**src/rtl/mant_mul_seq_24.sv**
```systemverilog
// mant_mul_seq_24 -- sequential shift-add multiplier for two 24-bit
// single-precision significands (hidden bit included), producing the
// full 48-bit unsigned product. One partial product is added per clock.
// The accumulator update goes through a 48-bit adder made of two chained
// 24-bit segments with carry-in tied to 0.
//
// Optional build macro: EARLY_TERM_EN
//   defined   -> RUN ends as soon as the remaining multiplier bits are all
//                zero. Latency is (msb index of b)+1 edges, or 1 edge for b=0.
//   undefined -> fixed 24-edge latency.
//
// Ports:
//   clk       in   rising-edge clock
//   rst       in   synchronous active-high reset
//   in_valid  in   operands a/b valid
//   in_ready  out  high in IDLE only
//   a         in   24-bit multiplicand significand
//   b         in   24-bit multiplier significand
//   out_valid out  product valid (DONE state)
//   out_ready in   downstream accepts product
//   p         out  48-bit product; meaningful only while out_valid
//   busy      out  state != IDLE
//
// Only WIDTH=24 is supported because the product adder is 2x24 bits.
module mant_mul_seq_24 #(
  parameter int WIDTH = 24,
  parameter int CNT_W = 5
) (
  input  logic               clk,
  input  logic               rst,
  input  logic               in_valid,
  output logic               in_ready,
  input  logic [WIDTH-1:0]   a,
  input  logic [WIDTH-1:0]   b,
  output logic               out_valid,
  input  logic               out_ready,
  output logic [2*WIDTH-1:0] p,
  output logic               busy
);

  localparam int PW = 2 * WIDTH;

  typedef enum logic [1:0] {IDLE, RUN, DONE} state_t;

  state_t            state_q, state_d;
  logic [PW-1:0]     mcand_q, mcand_d;
  logic [WIDTH-1:0]  mplr_q,  mplr_d;
  logic [PW-1:0]     acc_q,   acc_d;
  logic [CNT_W-1:0]  cnt_q,   cnt_d;

  // 48-bit adder: two 24-bit segments, low carry feeds the high segment.
  logic [PW-1:0]    addend;
  logic [WIDTH:0]   sum_lo, sum_hi;
  logic [PW-1:0]    sum;
  logic             add_cout;

  always_comb begin
    addend   = mplr_q[0] ? mcand_q : '0;
    sum_lo   = {1'b0, acc_q[WIDTH-1:0]} + {1'b0, addend[WIDTH-1:0]};
    sum_hi   = {1'b0, acc_q[PW-1:WIDTH]} + {1'b0, addend[PW-1:WIDTH]}
             + {{WIDTH{1'b0}}, sum_lo[WIDTH]};
    sum      = {sum_hi[WIDTH-1:0], sum_lo[WIDTH-1:0]};
    add_cout = sum_hi[WIDTH];
  end

  // Final iteration of RUN: counter reached the last bit, or (early-term)
  // no set multiplier bits remain after this shift.
  logic last_iter;
  always_comb begin
    last_iter = (cnt_q == CNT_W'(WIDTH - 1));
`ifdef EARLY_TERM_EN
    last_iter = last_iter || ((mplr_q >> 1) == '0);
`endif
  end

  // FSM: state register
  always_ff @(posedge clk) begin
    if (rst) state_q <= IDLE;
    else     state_q <= state_d;
  end

  // FSM: next state
  always_comb begin
    state_d = state_q;
    case (state_q)
      IDLE:    if (in_valid)  state_d = RUN;
      RUN:     if (last_iter) state_d = DONE;
      DONE:    if (out_ready) state_d = IDLE;
      default: state_d = IDLE;
    endcase
  end

  // FSM: outputs
  always_comb begin
    in_ready  = 1'b0;
    out_valid = 1'b0;
    busy      = 1'b1;
    case (state_q)
      IDLE: begin
        in_ready = 1'b1;
        busy     = 1'b0;
      end
      DONE:    out_valid = 1'b1;
      default: ;
    endcase
  end

  // Datapath next state; DONE holds everything so p stays stable.
  always_comb begin
    mcand_d = mcand_q;
    mplr_d  = mplr_q;
    acc_d   = acc_q;
    cnt_d   = cnt_q;
    case (state_q)
      IDLE: if (in_valid) begin
        mcand_d = {{WIDTH{1'b0}}, a};
        mplr_d  = b;
        acc_d   = '0;
        cnt_d   = '0;
      end
      RUN: begin
        acc_d   = sum;
        mcand_d = mcand_q << 1;
        mplr_d  = mplr_q >> 1;
        cnt_d   = cnt_q + 1'b1;
      end
      default: ;
    endcase
  end

  always_ff @(posedge clk) begin
    if (rst) begin
      mcand_q <= '0;
      mplr_q  <= '0;
      acc_q   <= '0;
      cnt_q   <= '0;
    end else begin
      mcand_q <= mcand_d;
      mplr_q  <= mplr_d;
      acc_q   <= acc_d;
      cnt_q   <= cnt_d;
    end
  end

  assign p = acc_q;

  // A 24x24 product always fits in 48 bits, so the adder never carries out.
  a_no_cout: assert property (@(posedge clk) disable iff (rst)
                              (state_q == RUN) |-> !add_cout);

endmodule

```
**config.mk**
```make
export PLATFORM = sky130hd
export DESIGN_NAME = mant_mul_seq_24
export DESIGN_NICKNAME = d
export VERILOG_FILES = /design/src/rtl/mant_mul_seq_24.sv
export SDC_FILE = /design/constraint.sdc
export NUM_CORES = 1
export LEC_CHECK = 0
export ABC_AREA = 1
export CORE_ASPECT_RATIO = 0.9
export CORE_MARGIN = 1.5
export CORE_UTILIZATION = 30
export CTS_BUF_LIST = sky130_fd_sc_hd__clkbuf_8
export DETAILED_ROUTE_END_ITERATION = 10
export GPL_ROUTABILITY_DRIVEN = 0
export PLACE_DENSITY = 0.54
export REMOVE_ABC_BUFFERS = 1
export SLEW_MARGIN = 15
export SYNTH_ARGS = -nofsm -noshare
export SYNTH_HDL_FRONTEND = slang
export SYNTH_SLANG_ARGS = --single-unit
```
**constraint.sdc**
```tcl
create_clock -name clk -period 11.1 [get_ports clk]
set_input_delay 2.775 -clock clk [delete_from_list [all_inputs] [get_ports clk]]
set_output_delay 2.775 -clock clk [all_outputs]
set_load 0.02 [all_outputs]
```
# == After elaboration in Yosys (flattened, before gate mapping) ==
# Index checks and enable logic that the tools add are counted.
# classes
add_sub_neg,4
eq_ne,6
n_mux,16
n_reduce_logical,4
# ops
cell,n
$pmux W48 S2,2
$mux W48,3
$pmux W24 S2,1
$add A24 B24 Y25,1
$add A24 B1 Y24,1
$add A24 B24 Y24,1
$mux W24,1
$pmux W5 S2,1
$mux W2,3
$ne A2 B2 Y1 const B,3
$pmux W2 S3,1
$add A5 B1 Y5 const B,1
$eq A5 B5 Y1 const B,1
$mux W5,1
$mux W1,3
$reduce_and A3 Y1,1
$eq A2 B1 Y1 const B,1
$eq A2 B2 Y1 const B,1
$logic_not A2 Y1,1
$reduce_and A2 Y1,1
$reduce_bool A2 Y1,1
# word_totals
register_bits,127
inputBits,52
out_inout_bits,51
wordCells,35

# == Longest topological paths before layout ==
# depth
word_depth,4
ltp_mapped,27

# == Least setup slack after synthesis ==
# Ideal clock, no wire load.
# synth_timing
path_kind,input to register
start,input rst
end,"register acc_q[15], in the netlist p[15]"
setup_time_ns,0.132
arrival_time_ns,3.598
path_slack_ns,7.370
stages,4
n_path_buf,3
cell_sequence,clkbuf_1 clkbuf_1 clkbuf_1 a21oi_1
# synth_rtl
element,line,text
from (decl),30,"input logic rst,"
to (signal assigned),135,acc_q <= '0;
to (signal assigned),140,acc_q <= acc_d;
to (decl),48,"logic [PW-1:0] acc_q, acc_d;"
# No word-level cell between the ends.

# == Final worst setup path ==
# layout_timing
start,input in_valid
end,register mcand_q[23]
# layout_between
elab_chain_cells,2
# layout_rtl
element,line,text
from (decl),31,"input logic in_valid,"
$ne A2 B2 Y1 (no line),-,
$reduce_and A2 Y1 (no line),-,
to (signal assigned),138,mcand_q <= mcand_d;
to (decl),46,"logic [PW-1:0] mcand_q, mcand_d;"
# No other way between the ends.
# A chain may end at the register's enable or synchronous reset.

==> impl_metrics.json <==
{
  "dp_hpwl_mm": 17.7,
  "skew_ps": 25.0,
  "root_buffer": "clkbuf_8",
  "postRouteAntennaNets": 0,
  "ir_drop_v": 0.0000568,
  "synth_edf_count": 0,
  "worstPathRequired_ps": 11490,
  "port_buffers": 102,
  "cp_slowest_cell": "buf_4",
  "synthXorXnorAreaFrac_pct": 0.103,
  "clock_latency_ps": 450,
  "drive_gt1_share_pct": 3.29,
  "cts-resized-gates": 0,
  "cts_tree": "done",
  "antenna_found_initial": 0,
  "status": "complete, but fails checks",
  "synth.area.mux_share_pct": 0,
  "avgSynthCellArea_um2": 5.94,
  "slew_headroom_pct": 39.0,
  "final-setup-viol-count": 0,
  "grt_first_pass_wirelength_mm": 39.6,
  "ys.flop_type": "dfxtp_1",
  "first_pass_iters": 8,
  "grt.overflow.total": 0,
  "crit_fanout": 88,
  "drcViolationCount": 6,
  "period_minus_slack_ps": 5180,
  "clock_path_buffers": 2,
  "async_flop_share_pct": 0,
  "synth-simple-area-share_pct": 36.5,
  "finalHoldViolations": 0,
  "startpoint_type": "primary input",
  "yosysSeqAreaShare_pct": 30.0,
  "ys_seq_elements": 127,
  "hold_path_end": "mcand_q[32]",
  "pre_cts_ws_ps": 5440,
  "start_util_pct": 30.4,
  "yosysWarnings": 0,
  "post_cts_buffers": 0,
  "critical_path.top_delay_family": "buffers and inverters",
  "yosysUniqueCellTypes": 26,
  "htree_levels": 4,
  "max_stage_delay_ps": 830,
  "path_common_cell": "nand2_1",
  "reg2reg_from": "mplr_q[0]",
  "rsz0062_at_grt": "no",
  "core.rowCount": 58,
  "cap_viol_max_count": 0,
  "whs_path_depth": 2,
  "drtIter0Drc": 548,
  "vias": 8549,
  "synth_top_family_by_area": "simple AND/OR/NAND/NOR gates",
  "wl_per_cell_um": 12.7,
  "core-area_um2": 27900,
  "critPathBufInv": 5,
  "grt_max_degree": 89,
  "netlist_area_um2": 8480,
  "synthCells": 1428,
  "final.setup.tns_ps": 0,
  "layout_worst_path_cycle_share_pct": 46.6,
  "worst_slew_pin_slew_ps": 915,
  "reg2reg_slack_ps": 6900,
  "r2r_cells": 23,
  "top_layer": "met4",
  "synth_compound_area_share_pct": 12.6,
  "path_class": "in2reg",
  "fin_ws_ps": 5920,
  "wirelength_met1_mm": 12.6,
  "pin_count": 103,
  "num_antenna_cells": 0,
  "dieArea_um2": 29300,
  "leakagePower_uw": 0.00522,
  "violations": "DRC",
  "crit_chain": "clkdlybuf4s50_1, nand2_1, inv_2, buf_4, nor2_4, buf_4, a22oi_1, nand2_1, nand2_1, inv_1",
  "track_usage_pct": 16.6,
  "report.final.slew_viol_count": 0,
  "area_growth_pct": 20.0,
  "clkSlewWorstSetupHoldPaths_ps": 100,
  "worstHoldStart": "mcand_q[31]",
  "power_density_nw_per_um2": 106,
  "grt_pass1_vias": 7950,
  "fp.dieW_um": 180,
  "reg2reg_to": "p[36]",
  "synth_fa_ha_area_share_pct": 7.64,
  "cts.sinks": 127,
  "wl_met2_mm": 10.0,
  "final_nets": 1609,
  "hold_class": "reg2reg",
  "die_h_um": 162,
  "via_per_inst": 4.55,
  "routed_wl_mm": 23.9,
  "wl_met3_mm": 1.12,
  "cts.hold.buffers_added": 0,
  "fmax_mhz": 193,
  "endpoint_kind": "register",
  "arrival_ps": 5570,
  "numCtsBuffers": 17
}
## routing by layer
metal  global-route usage (%)  up-vias
met2                     25.5      177
met1                     24.5     3749
met5                        0        -
met3                     2.33       13
li1                         -     4610
met4                     3.78        0
## cell type report
class | instances | area (µm²)
clock buffer | 19 | 262
clock inverter | 13 | 146
fill | 3094 | 17700
inverter | 234 | 878
multi-input combinational | 1018 | 4820
sequential | 127 | 2540
tap | 360 | 450
timing repair buffer | 109 | 1070
## worst reg2reg max path: cells and delay by family, from the launching register on
kind	cells	cell delay, ps
simple gates	17	1690
flops	1	530
compound gates	1	70
buf+inv	2	500
fa+ha+maj	3	1250
## cells in the mapped netlist, types with 4 or more instances
cell	count	area [µm²]
nand2_1	599	2250
ha_1	47	588
o21ai_0	20	100
clkbuf_1	24	90.1
nor2_1	70	263
nor3_1	8	40.0
buf_2	13	65.1
o21ai_1	4	20.0
or2_2	4	25.0
inv_1	231	867
nand4_1	14	87.6
a31oi_1	15	93.8
nand3_1	64	320
a21oi_1	123	616
buf_4	9	67.6
dfxtp_1	127	2540
nand3b_1	10	75.1
a22oi_1	31	233
## cells by family after synthesis
group / count (synthesis)
buffers and inverters: 283
DFF: 127
and+or+nand+nor: 773
xor gates and xnor gates: 1
AOI/OAI and AO/OA: 194
adders and majority gates: 50
## worst max path at each step
stage / cells past startpoint / slack, ps / to / from
after floorplan: 7 / 6220 / mcand_q[15] / in_valid
after global placement: 10 / 5470 / mcand_q[20] / in_valid
after detailed placement: 10 / 5440 / mcand_q[21] / in_valid
after CTS: 10 / 5920 / mplr_q[10] / in_valid
after global routing: 10 / 5630 / mcand_q[19] / in_valid
final: 10 / 5920 / mcand_q[23] / in_valid
## sequential cells by signal, indices dropped and copies added, names as in the netlist
name     cells
cnt_q        5
state_q      2
mcand_q     48
p           48
mplr_q      24
## layout by cell type (no fill, tap or decap)
master	synthesis	routed
a21o_1	1	1
a21oi_1	123	123
a22oi_1	31	31
a31oi_1	15	15
and2_4	1	1
buf_4	9	8
bufinv_16	0	3
clkbuf_8	0	19
clkdlybuf4s50_1	0	101
clkinv_2	0	5
clkinv_4	0	1
clkinvlp_4	0	2
dfxtp_1	127	126
dfxtp_2	0	1
fa_1	3	3
ha_1	47	47
inv_1	231	233
inv_2	3	3
nand2_1	599	599
nand3_1	64	64
nand3b_1	10	10
nand4_1	14	14
nor2_1	70	70
nor2_2	1	1
nor2_4	2	2
nor3_1	8	8
o21ai_0	20	20
o21ai_1	4	4
or2_2	4	4
xor2_1	1	1
## metrics by stage
stage          instances  hold WS [ps]  total power, µW  area [µm²]  util, %
2_1_floorplan       1379           435              592        8240        -
3_3_place_gp        1848           451              666        9770     35.0
3_5_place_dp        1848           457              668        9770     35.0
4_1_cts             1880           469             1100       10200     36.5
5_1_grt             1880           481             1140       10200     36.5
6_report            1880           461             1080       10200     36.5
## power by group
group | internal (µW) | total, µW | switching, µW
Combinational | 53.8 | 164 | 110
Sequential | 475 | 491 | 15.3
Clock | 231 | 426 | 195
Total | 760 | 1080 | 320
Note: power is estimated with default switching activity, not from simulation.
